<file path="src/rtl/serial_tx_pkg.sv">
// serial_tx_pkg: shared state encoding and line-level constants for the
// serial frame transmitter (serial_tx and serial_tx_baud).
package serial_tx_pkg;

    // Transmitter frame state, fixed at 3 bits so the encoding is stable
    // whether or not the parity stage is built.
    typedef enum logic [2:0] {
        IDLE   = 3'd0,
        START  = 3'd1,
        DATA   = 3'd2,
        PARITY = 3'd3,
        STOP   = 3'd4
    } state_e;

    // Line levels for the non-data parts of a frame.
    localparam logic TXD_IDLE  = 1'b1;
    localparam logic TXD_START = 1'b0;
    localparam logic TXD_STOP  = 1'b1;

endpackage

</file>
<file path="src/rtl/serial_tx_baud.sv">
// serial_tx_baud: bit-period timer for serial_tx. Counts 0..CLKS_PER_BIT-1
// and wraps; bit_tick marks the last clk of the current bit. clear holds the
// count at zero so a frame always starts on a fresh bit period.
module serial_tx_baud #(
    parameter int CLKS_PER_BIT = 1
) (
    input  logic clk,
    input  logic areset_n,
    input  logic clear,
    output logic bit_tick
);

    localparam int CNT_W = (CLKS_PER_BIT > 1) ? $clog2(CLKS_PER_BIT) : 1;
    localparam logic [CNT_W-1:0] CNT_LAST = CNT_W'(CLKS_PER_BIT - 1);
    localparam logic [CNT_W-1:0] CNT_ONE  = CNT_W'(1);
    localparam logic [CNT_W-1:0] CNT_ZERO = CNT_W'(0);

    logic [CNT_W-1:0] cnt_r;

    // Baud counter: cleared while idle, wraps at the end of every bit.
    always_ff @(posedge clk or negedge areset_n) begin
        if (!areset_n) begin
            cnt_r <= CNT_ZERO;
        end else if (clear || (cnt_r == CNT_LAST)) begin
            cnt_r <= CNT_ZERO;
        end else begin
            cnt_r <= cnt_r + CNT_ONE;
        end
    end

    assign bit_tick = (cnt_r == CNT_LAST);

endmodule

</file>
<file path="src/rtl/serial_tx.sv">
// serial_tx: single-wire serial frame transmitter. Frame = start bit (0),
// DATA_W data bits LSB first, optional odd parity bit, STOP_BITS stop bits (1).
// Optional feature macro: SERIAL_TX_PARITY_EN adds the PARITY state and an odd
// parity bit captured at accept time.
module serial_tx
    import serial_tx_pkg::*;
#(
    parameter int DATA_W       = 8,
    parameter int CLKS_PER_BIT = 1,
    parameter int STOP_BITS    = 1
) (
    input  logic              clk,
    input  logic              areset_n,
    input  logic              in_valid,
    input  logic [DATA_W-1:0] in_data,
    output logic              in_ready,
    output logic              txd,
    output logic              busy
);

    localparam int BIT_CNT_W = $clog2(DATA_W + 1);
    localparam logic [BIT_CNT_W-1:0] LAST_DATA_BIT = BIT_CNT_W'(DATA_W - 1);
    localparam logic [BIT_CNT_W-1:0] LAST_STOP_BIT = BIT_CNT_W'(STOP_BITS - 1);
    localparam logic [BIT_CNT_W-1:0] BIT_CNT_ONE   = BIT_CNT_W'(1);
    localparam logic [BIT_CNT_W-1:0] BIT_CNT_ZERO  = BIT_CNT_W'(0);

    state_e              state_r;
    state_e              state_next_s;
    logic [DATA_W-1:0]   shift_r;
    logic [DATA_W-1:0]   shift_next_s;
    logic [BIT_CNT_W-1:0] bit_cnt_r;
    logic [BIT_CNT_W-1:0] bit_cnt_next_s;
    logic                txd_r;
    logic                txd_next_s;
    logic                busy_r;
    logic                bit_tick_s;
    logic                baud_clear_s;
    logic                in_ready_s;
    logic                accept_s;

`ifdef SERIAL_TX_PARITY_EN
    logic parity_r;
    logic parity_next_s;

    // Odd parity: 1 when the word holds an even number of ones, so the
    // data+parity total is always odd.
    function automatic logic odd_parity(input logic [DATA_W-1:0] word);
        return ~^word;
    endfunction
`endif

    serial_tx_baud #(
        .CLKS_PER_BIT(CLKS_PER_BIT)
    ) u_baud (
        .clk      (clk),
        .areset_n (areset_n),
        .clear    (baud_clear_s),
        .bit_tick (bit_tick_s)
    );

    // Handshake decode: ready in IDLE and in the final clk of the last stop
    // bit, which lets a queued word follow with no idle gap.
    always_comb begin
        in_ready_s   = 1'b0;
        baud_clear_s = 1'b0;
        if (state_r == IDLE) begin
            in_ready_s   = 1'b1;
            baud_clear_s = 1'b1;
        end else if ((state_r == STOP) && bit_tick_s && (bit_cnt_r == LAST_STOP_BIT)) begin
            in_ready_s   = 1'b1;
            baud_clear_s = 1'b0;
        end else begin
            in_ready_s   = 1'b0;
            baud_clear_s = 1'b0;
        end
    end

    assign accept_s = in_valid && in_ready_s;
    assign in_ready = in_ready_s;

    // State register plus frame datapath (shift register, bit counter, parity).
    always_ff @(posedge clk or negedge areset_n) begin
        if (!areset_n) begin
            state_r   <= IDLE;
            shift_r   <= {DATA_W{1'b0}};
            bit_cnt_r <= BIT_CNT_ZERO;
`ifdef SERIAL_TX_PARITY_EN
            parity_r  <= 1'b0;
`endif
        end else begin
            state_r   <= state_next_s;
            shift_r   <= shift_next_s;
            bit_cnt_r <= bit_cnt_next_s;
`ifdef SERIAL_TX_PARITY_EN
            parity_r  <= parity_next_s;
`endif
        end
    end

    // Next-state logic: bit sequencing on baud ticks, word capture on accept.
    always_comb begin
        state_next_s   = state_r;
        shift_next_s   = shift_r;
        bit_cnt_next_s = bit_cnt_r;
`ifdef SERIAL_TX_PARITY_EN
        parity_next_s  = parity_r;
`endif
        case (state_r)
            IDLE: begin
                bit_cnt_next_s = BIT_CNT_ZERO;
                if (accept_s) begin
                    state_next_s = START;
                    shift_next_s = in_data;
`ifdef SERIAL_TX_PARITY_EN
                    parity_next_s = odd_parity(in_data);
`endif
                end else begin
                    state_next_s = IDLE;
                end
            end
            START: begin
                if (bit_tick_s) begin
                    state_next_s = DATA;
                end else begin
                    state_next_s = START;
                end
            end
            DATA: begin
                if (bit_tick_s) begin
                    if (bit_cnt_r == LAST_DATA_BIT) begin
                        bit_cnt_next_s = BIT_CNT_ZERO;
`ifdef SERIAL_TX_PARITY_EN
                        state_next_s   = PARITY;
`else
                        state_next_s   = STOP;
`endif
                    end else begin
                        bit_cnt_next_s = bit_cnt_r + BIT_CNT_ONE;
                        shift_next_s   = shift_r >> 1;
                    end
                end else begin
                    state_next_s = DATA;
                end
            end
            PARITY: begin
                if (bit_tick_s) begin
                    state_next_s = STOP;
                end else begin
                    state_next_s = PARITY;
                end
            end
            STOP: begin
                if (bit_tick_s) begin
                    if (bit_cnt_r == LAST_STOP_BIT) begin
                        bit_cnt_next_s = BIT_CNT_ZERO;
                        if (accept_s) begin
                            state_next_s = START;
                            shift_next_s = in_data;
`ifdef SERIAL_TX_PARITY_EN
                            parity_next_s = odd_parity(in_data);
`endif
                        end else begin
                            state_next_s = IDLE;
                        end
                    end else begin
                        bit_cnt_next_s = bit_cnt_r + BIT_CNT_ONE;
                    end
                end else begin
                    state_next_s = STOP;
                end
            end
            default: begin
                state_next_s   = IDLE;
                bit_cnt_next_s = BIT_CNT_ZERO;
            end
        endcase
    end

    // Output decode from the next state so txd shows the start bit in the
    // cycle right after the accepting edge.
    always_comb begin
        txd_next_s = TXD_IDLE;
        case (state_next_s)
            IDLE:   txd_next_s = TXD_IDLE;
            START:  txd_next_s = TXD_START;
            DATA:   txd_next_s = shift_next_s[0];
`ifdef SERIAL_TX_PARITY_EN
            PARITY: txd_next_s = parity_next_s;
`else
            PARITY: txd_next_s = TXD_STOP;
`endif
            STOP:   txd_next_s = TXD_STOP;
            default: txd_next_s = TXD_IDLE;
        endcase
    end

    // Registered line and busy outputs; reset forces the line idle at once.
    always_ff @(posedge clk or negedge areset_n) begin
        if (!areset_n) begin
            txd_r  <= TXD_IDLE;
            busy_r <= 1'b0;
        end else begin
            txd_r  <= txd_next_s;
            busy_r <= (state_next_s != IDLE);
        end
    end

    assign txd  = txd_r;
    assign busy = busy_r;

endmodule

</file>
<file path="config.mk">
export PLATFORM = sky130hd
export DESIGN_NAME = serial_tx
export DESIGN_NICKNAME = d
export VERILOG_FILES = /design/src/rtl/serial_tx_pkg.sv /design/src/rtl/serial_tx_baud.sv /design/src/rtl/serial_tx.sv
export SDC_FILE = /design/constraint.sdc
export NUM_CORES = 1
export LEC_CHECK = 0
export ABC_AREA = 1
export BUFFER_PORTS_ARGS = -buffer_cell sky130_fd_sc_hd__buf_2
export CAP_MARGIN = 20
export CORE_MARGIN = 5
export CORE_UTILIZATION = 45
export DETAILED_ROUTE_END_ITERATION = 16
export SYNTH_ARGS = -nofsm -noshare
export SYNTH_HDL_FRONTEND = slang
export SYNTH_HIERARCHICAL = 1
export SYNTH_SLANG_ARGS = --single-unit
</file>
<file path="constraint.sdc">
create_clock -name clk -period 1.9 [get_ports clk]
set_clock_uncertainty 0.15 [all_clocks]
set_input_delay 0.095 -clock clk [delete_from_list [all_inputs] [get_ports clk]]
set_output_delay 0.095 -clock clk [all_outputs]
set_load 0.005 [all_outputs]
</file>
### Word level (Yosys, flattened, before mapping)

Cells that the tools add are included.

* memory bits (writable): 0
* bits in read-only memories: 0
* latch bits: 0
* register bits: 18
* memories: 0

* mux-type cells: 24
* shift-type cells: 0
* equality and inequality tests: 11
* reduce and logical (&&, ||, !) cells: 11
* $mul: 0
* $add $sub $neg: 2
* divide/modulo/power cells: 0
* $lt $le $gt $ge: 0
* bitwise operators: 2

Operator list (number)
* 8-bit two-way mux: 5
* 8-bit case mux with 3 select lines: 1
* 4-bit two-way mux: 4
* 3-bit two-way mux: 5
* 3-bit case mux with 5 select lines: 1
* 4-bit case mux with 3 select lines: 1
* 3-bit by 2-bit == test with 1-bit output (second input constant): 3
* 3-bit by 1-bit == test with 1-bit output (second input constant): 2
* 2-bit != test (second input constant): 3
* 3-bit nonzero test: 2
* 1-bit two-way mux: 5
* 5-bit AND reduction: 1
* 4-bit by 1-bit adder with 4-bit output (second input constant): 1
* 4-bit by 3-bit == test with 1-bit output (second input constant): 1
* 4-bit zero test: 1
* 3-bit == test (second input constant): 1
* 1-bit logical AND: 3
* 3-bit zero test: 1
* 3-bit AND reduction: 1
* 2-bit two-way mux: 1
* 2-bit by 1-bit != test with 1-bit output (second input constant): 1
* 1-bit NOT: 2
* 1-bit case mux with 2 select lines: 1
* 2-bit OR reduction: 1
* other kinds (2): 2

### Depth between registers and ports, before layout

* depth in word-level cells: 12
* gate-level depth with buffers: 10
* gate-level depth less buffers: 10

### Hierarchy

The synthesis kept the hierarchy.

Modules (own cells, without submodules)
* serial_tx: times used 1, area each 984.7 um^2, cells each 130
* serial_tx_baud: times used 1, area each 32.5 um^2, cells each 3

### Worst setup path after synthesis

No wires, ideal clock.

* path kind: reg2reg
* start point: register bit_cnt_r[0]
* end point: register busy_r (netlist: busy)
* arrival time: 1396 ps
* path slack: 223 ps
* data required time: 1619 ps
* period minus slack after synthesis: 1677 ps
* cell stages (with the launch flop): 8
* setup time: 131 ps
* path through: dfrtp_1 ha_1 nand2_2 nor2_2 nor2_1 nor3_2 o21ai_2 or3_1

* elaborated cells between the ends (all ways): 13

RTL lines
* start: declaration: line serial_tx.sv:31 `logic [BIT_CNT_W-1:0] bit_cnt_r;`
* start signal: assignment: line serial_tx.sv:93 `bit_cnt_r <= bit_cnt_next_s;`
* 4-bit by 3-bit == test with 1-bit output / 4-bit zero test (equally long branches): line serial_tx.sv:130, serial_tx.sv:154
* 3-bit two-way mux (on tied branches): line serial_tx.sv:130, serial_tx.sv:154
* 3-bit two-way mux (on tied branches): line serial_tx.sv:129, serial_tx.sv:153
* 3-bit case mux with 5 select lines *: line serial_tx.sv:108 `case (state_r)`
* named net state_next_s[1]: line serial_tx.sv:28 `state_e state_next_s;`
* 3-bit nonzero test *: line serial_tx.sv:204 `busy_r <= (state_next_s != IDLE);`
* end signal: assignment: line serial_tx.sv:204
* end: declaration: line serial_tx.sv:35 `logic busy_r;`

Mark *: on every way through the listed nets, which the timed path passes. The rest lies on a longest branch.
A chain may end at the register's enable or synchronous reset.

### Final worst setup path

Same ends and word-level chain as after synthesis.

==> impl_metrics.json <==
{
  "status": "finished, final reports clean",
  "floorplan.initialDensity": 0.464,
  "ys.flop_type": "dfrtp_1",
  "crit_buf_inv": 0,
  "leakagePower_nw": 0.664,
  "synth_top_area_frac": 0.418,
  "slew_viol_final": 0,
  "dp_slack_ps": 119,
  "grt_pass1_vias": 877,
  "drt-total-wl_mm": 2.12,
  "instances_no_fill": 190,
  "crit_fanout": 3,
  "htreeDepth": 1,
  "startpoint_type": "register",
  "avgSynthCellArea_um2": 7.65,
  "drc_errors": 0,
  "die_x_um": 57.5,
  "rows": 17,
  "swShare": 0.449,
  "initialDrtViolationCount": 18,
  "vias": 915,
  "required_ps": 1920,
  "cp_top_family": "simple AND/OR/NAND/NOR gates",
  "yosys.cell_types.count": 24,
  "tritoncts": "done",
  "max_stage_delay_ps": 390,
  "clk_latency_ps": 290,
  "fin_nets": 176,
  "grt-ovfl-total": 0,
  "fin_area_um2": 1270,
  "synth_area_leaders": "dfrtp_1, nand2_1, inv_1",
  "antenna_found_initial": 0,
  "async_flop_share": 1.00,
  "root_buffer": "clkbuf_4",
  "ys_ff_latch": 18,
  "end_kind": "register",
  "fin_util": 0.578,
  "yosysMostFrequentCell": "nand2_1",
  "crit_arrival_ps": 1790,
  "cts_buffers": 3,
  "drt_first_pass_iters": 4,
  "ios": 14,
  "seq_area_frac_synth": 0.444,
  "synth_area_um2": 1020,
  "gp_congestion": 0.900,
  "chipHeight_um": 57.5,
  "finalCritPeriodShare": 0.931,
  "cts.sinks": 18,
  "vias_per_cell": 4.82,
  "grt_pass1_wl_mm": 3.68,
  "critical_path_class": "register to register",
  "hold_violations": 0,
  "synth_warnings": 6,
  "power.switching_w": 0.000840,
  "yosys.area.top_type": "dfrtp_1",
  "drive_gt1_frac": 0.228,
  "comb_power_share": 0.550,
  "reg2reg_to": "busy",
  "postPlaceCellArea_um2": 1120,
  "cts_max_path_buffers": 2,
  "setup_viol": 0,
  "pwr-share-clk": 0.104,
  "grt_use_total": 0.144,
  "rr_worst_depth": 7,
  "crit_chain": "ha_1 -> nand2_2 -> nor2_2 -> nor2_1 -> nor3_2 -> o21ai_2 -> or3_1",
  "diodes": 0,
  "antenna_left": 0,
  "max-cap-violations": 0,
  "worst_slack_ps": 130,
  "synth_top_cells_by_count": "nand2_1, inv_1, dfrtp_1",
  "max_freq_ghz": 0.565,
  "grt_start_max_net_pins": 19,
  "synth_edf_count": 0,
  "place_inst": 174,
  "io_buffers": 13,
  "power_frac_seq": 0.346,
  "syn2layout_area_growth_pct": 24.5,
  "routedWlPerCell_um": 11.2,
  "synth_nets": 146,
  "crit_path_start": "bit_cnt_r[0]",
  "die_area_um2": 3310,
  "rrSetupSlack_ps": 130,
  "ir_drop_v": 0.000759,
  "dp_hpwl_mm": 1.64,
  "crit-reg2reg-launch": "bit_cnt_r[0]",
  "power.density_nw_per_um2": 1480,
  "intPower_w": 0.00103,
  "fin_crit_ps": 1770,
  "hp-class": "primary input to asynchronous set/reset pin",
  "clkTransAtPathRegs_ps": 110,
  "syn_inst": 133,
  "core_um2": 2190,
  "slowest_stage": "dfrtp_1"
}
## power groups by stage
| stage | sequential (W) | clock, W | combinational, W |
|---|---|---|---|
| 3_3_place_gp | 0.000653 | 0 | 0.000950 |
| 4_1_cts | 0.000652 | 0.000201 | 0.000976 |
| 5_1_grt | 0.000665 | 0.000220 | 0.00119 |
| 2_1_floorplan | 0.000637 | 0 | 0.000750 |
| 6_report | 0.000647 | 0.000195 | 0.00103 |
| 3_5_place_dp | 0.000660 | 0 | 0.000961 |
## routing by layer
layer / up-vias / GRT usage / part of all wire
met5: - / 0 / 0
met1: 424 / 0.183 / 0.47
met4: 0 / 0.0397 / 0.0085
met2: 12 / 0.245 / 0.48
met3: 2 / 0.0294 / 0.038
li1: 477 / - / -
## logic make-up (layout without fill, tap and decap cells)
kind of cell / count (synthesis) / in the layout / share of synthesized area
other cells: 1 / 1 / 0.00369
buf+inv: 22 / 51 / 0.0812
compound gates: 17 / 17 / 0.113
simple gates: 73 / 73 / 0.333
fa+ha+maj: 2 / 2 / 0.0246
flops: 18 / 18 / 0.444
## worst reg2reg max path, delay by kind of cell (launching register included)
| kind | cells | cell delay, ps |
|---|---|---|
| and+or+nand+nor | 5 | 820 |
| DFF | 1 | 390 |
| adders and majority gates | 1 | 190 |
| AOI/OAI and AO/OA | 1 | 100 |
## how the worst max path moves through the flow
stage          cells after the start         end  slack, ps
3_3_place_gp                       9  shift_r[4]        160
3_5_place_dp                       7        busy        120
2_1_floorplan                      7        busy        220
6_report                           7        busy        130
4_1_cts                            7        busy         90
5_1_grt                            9  shift_r[0]         -8
## area by class of cell
class                      count  area [um2]
fill                         208         925
tap                           28        35.0
sequential                    18         452
timing repair buffer          25         178
multi-input combinational     93         493
clock buffer                   4        26.3
inverter                      22        82.6
## timing repair
item / in CTS / in global routing
hold buffers: 9 / 0
buffers inserted: 0 / 3
resized for setup: 0 / 3
hold endpoints to repair: 26 / 0
endpoints found under the setup margin: 0 / 9
## registers in the layout (all words and copies together) (netlist names)
signal / cells
txd: 1
busy: 1
shift_r: 8
bit_cnt_r: 4
state_r: 3
u_baud/cnt_r: 1
## stage by stage
stage / setup TNS, ps / hold WS [ps] / total power (W)
final: 0 / 102 / 0.00187
after global routing: -8.24 / 142 / 0.00208
after CTS: 0 / 119 / 0.00183
after detailed placement: 0 / -99.7 / 0.00162
after global placement: 0 / -96.7 / 0.00160
after floorplan: 0 / -351 / 0.00139
## layout by cell type (no fill, tap or decap), types with 4 or more instances in the layout
cell           synthesis  routed
nand2_1               33      32
dfrtp_1               17      17
dlygate4sd3_1          0       9
nand2_2                3       4
inv_1                 20      20
a21oi_1                5       5
nor2_1                11      10
buf_2                  0      13
o21ai_0                5       5
nand3_1               13      12
Power figures use the tool's default switching activity.
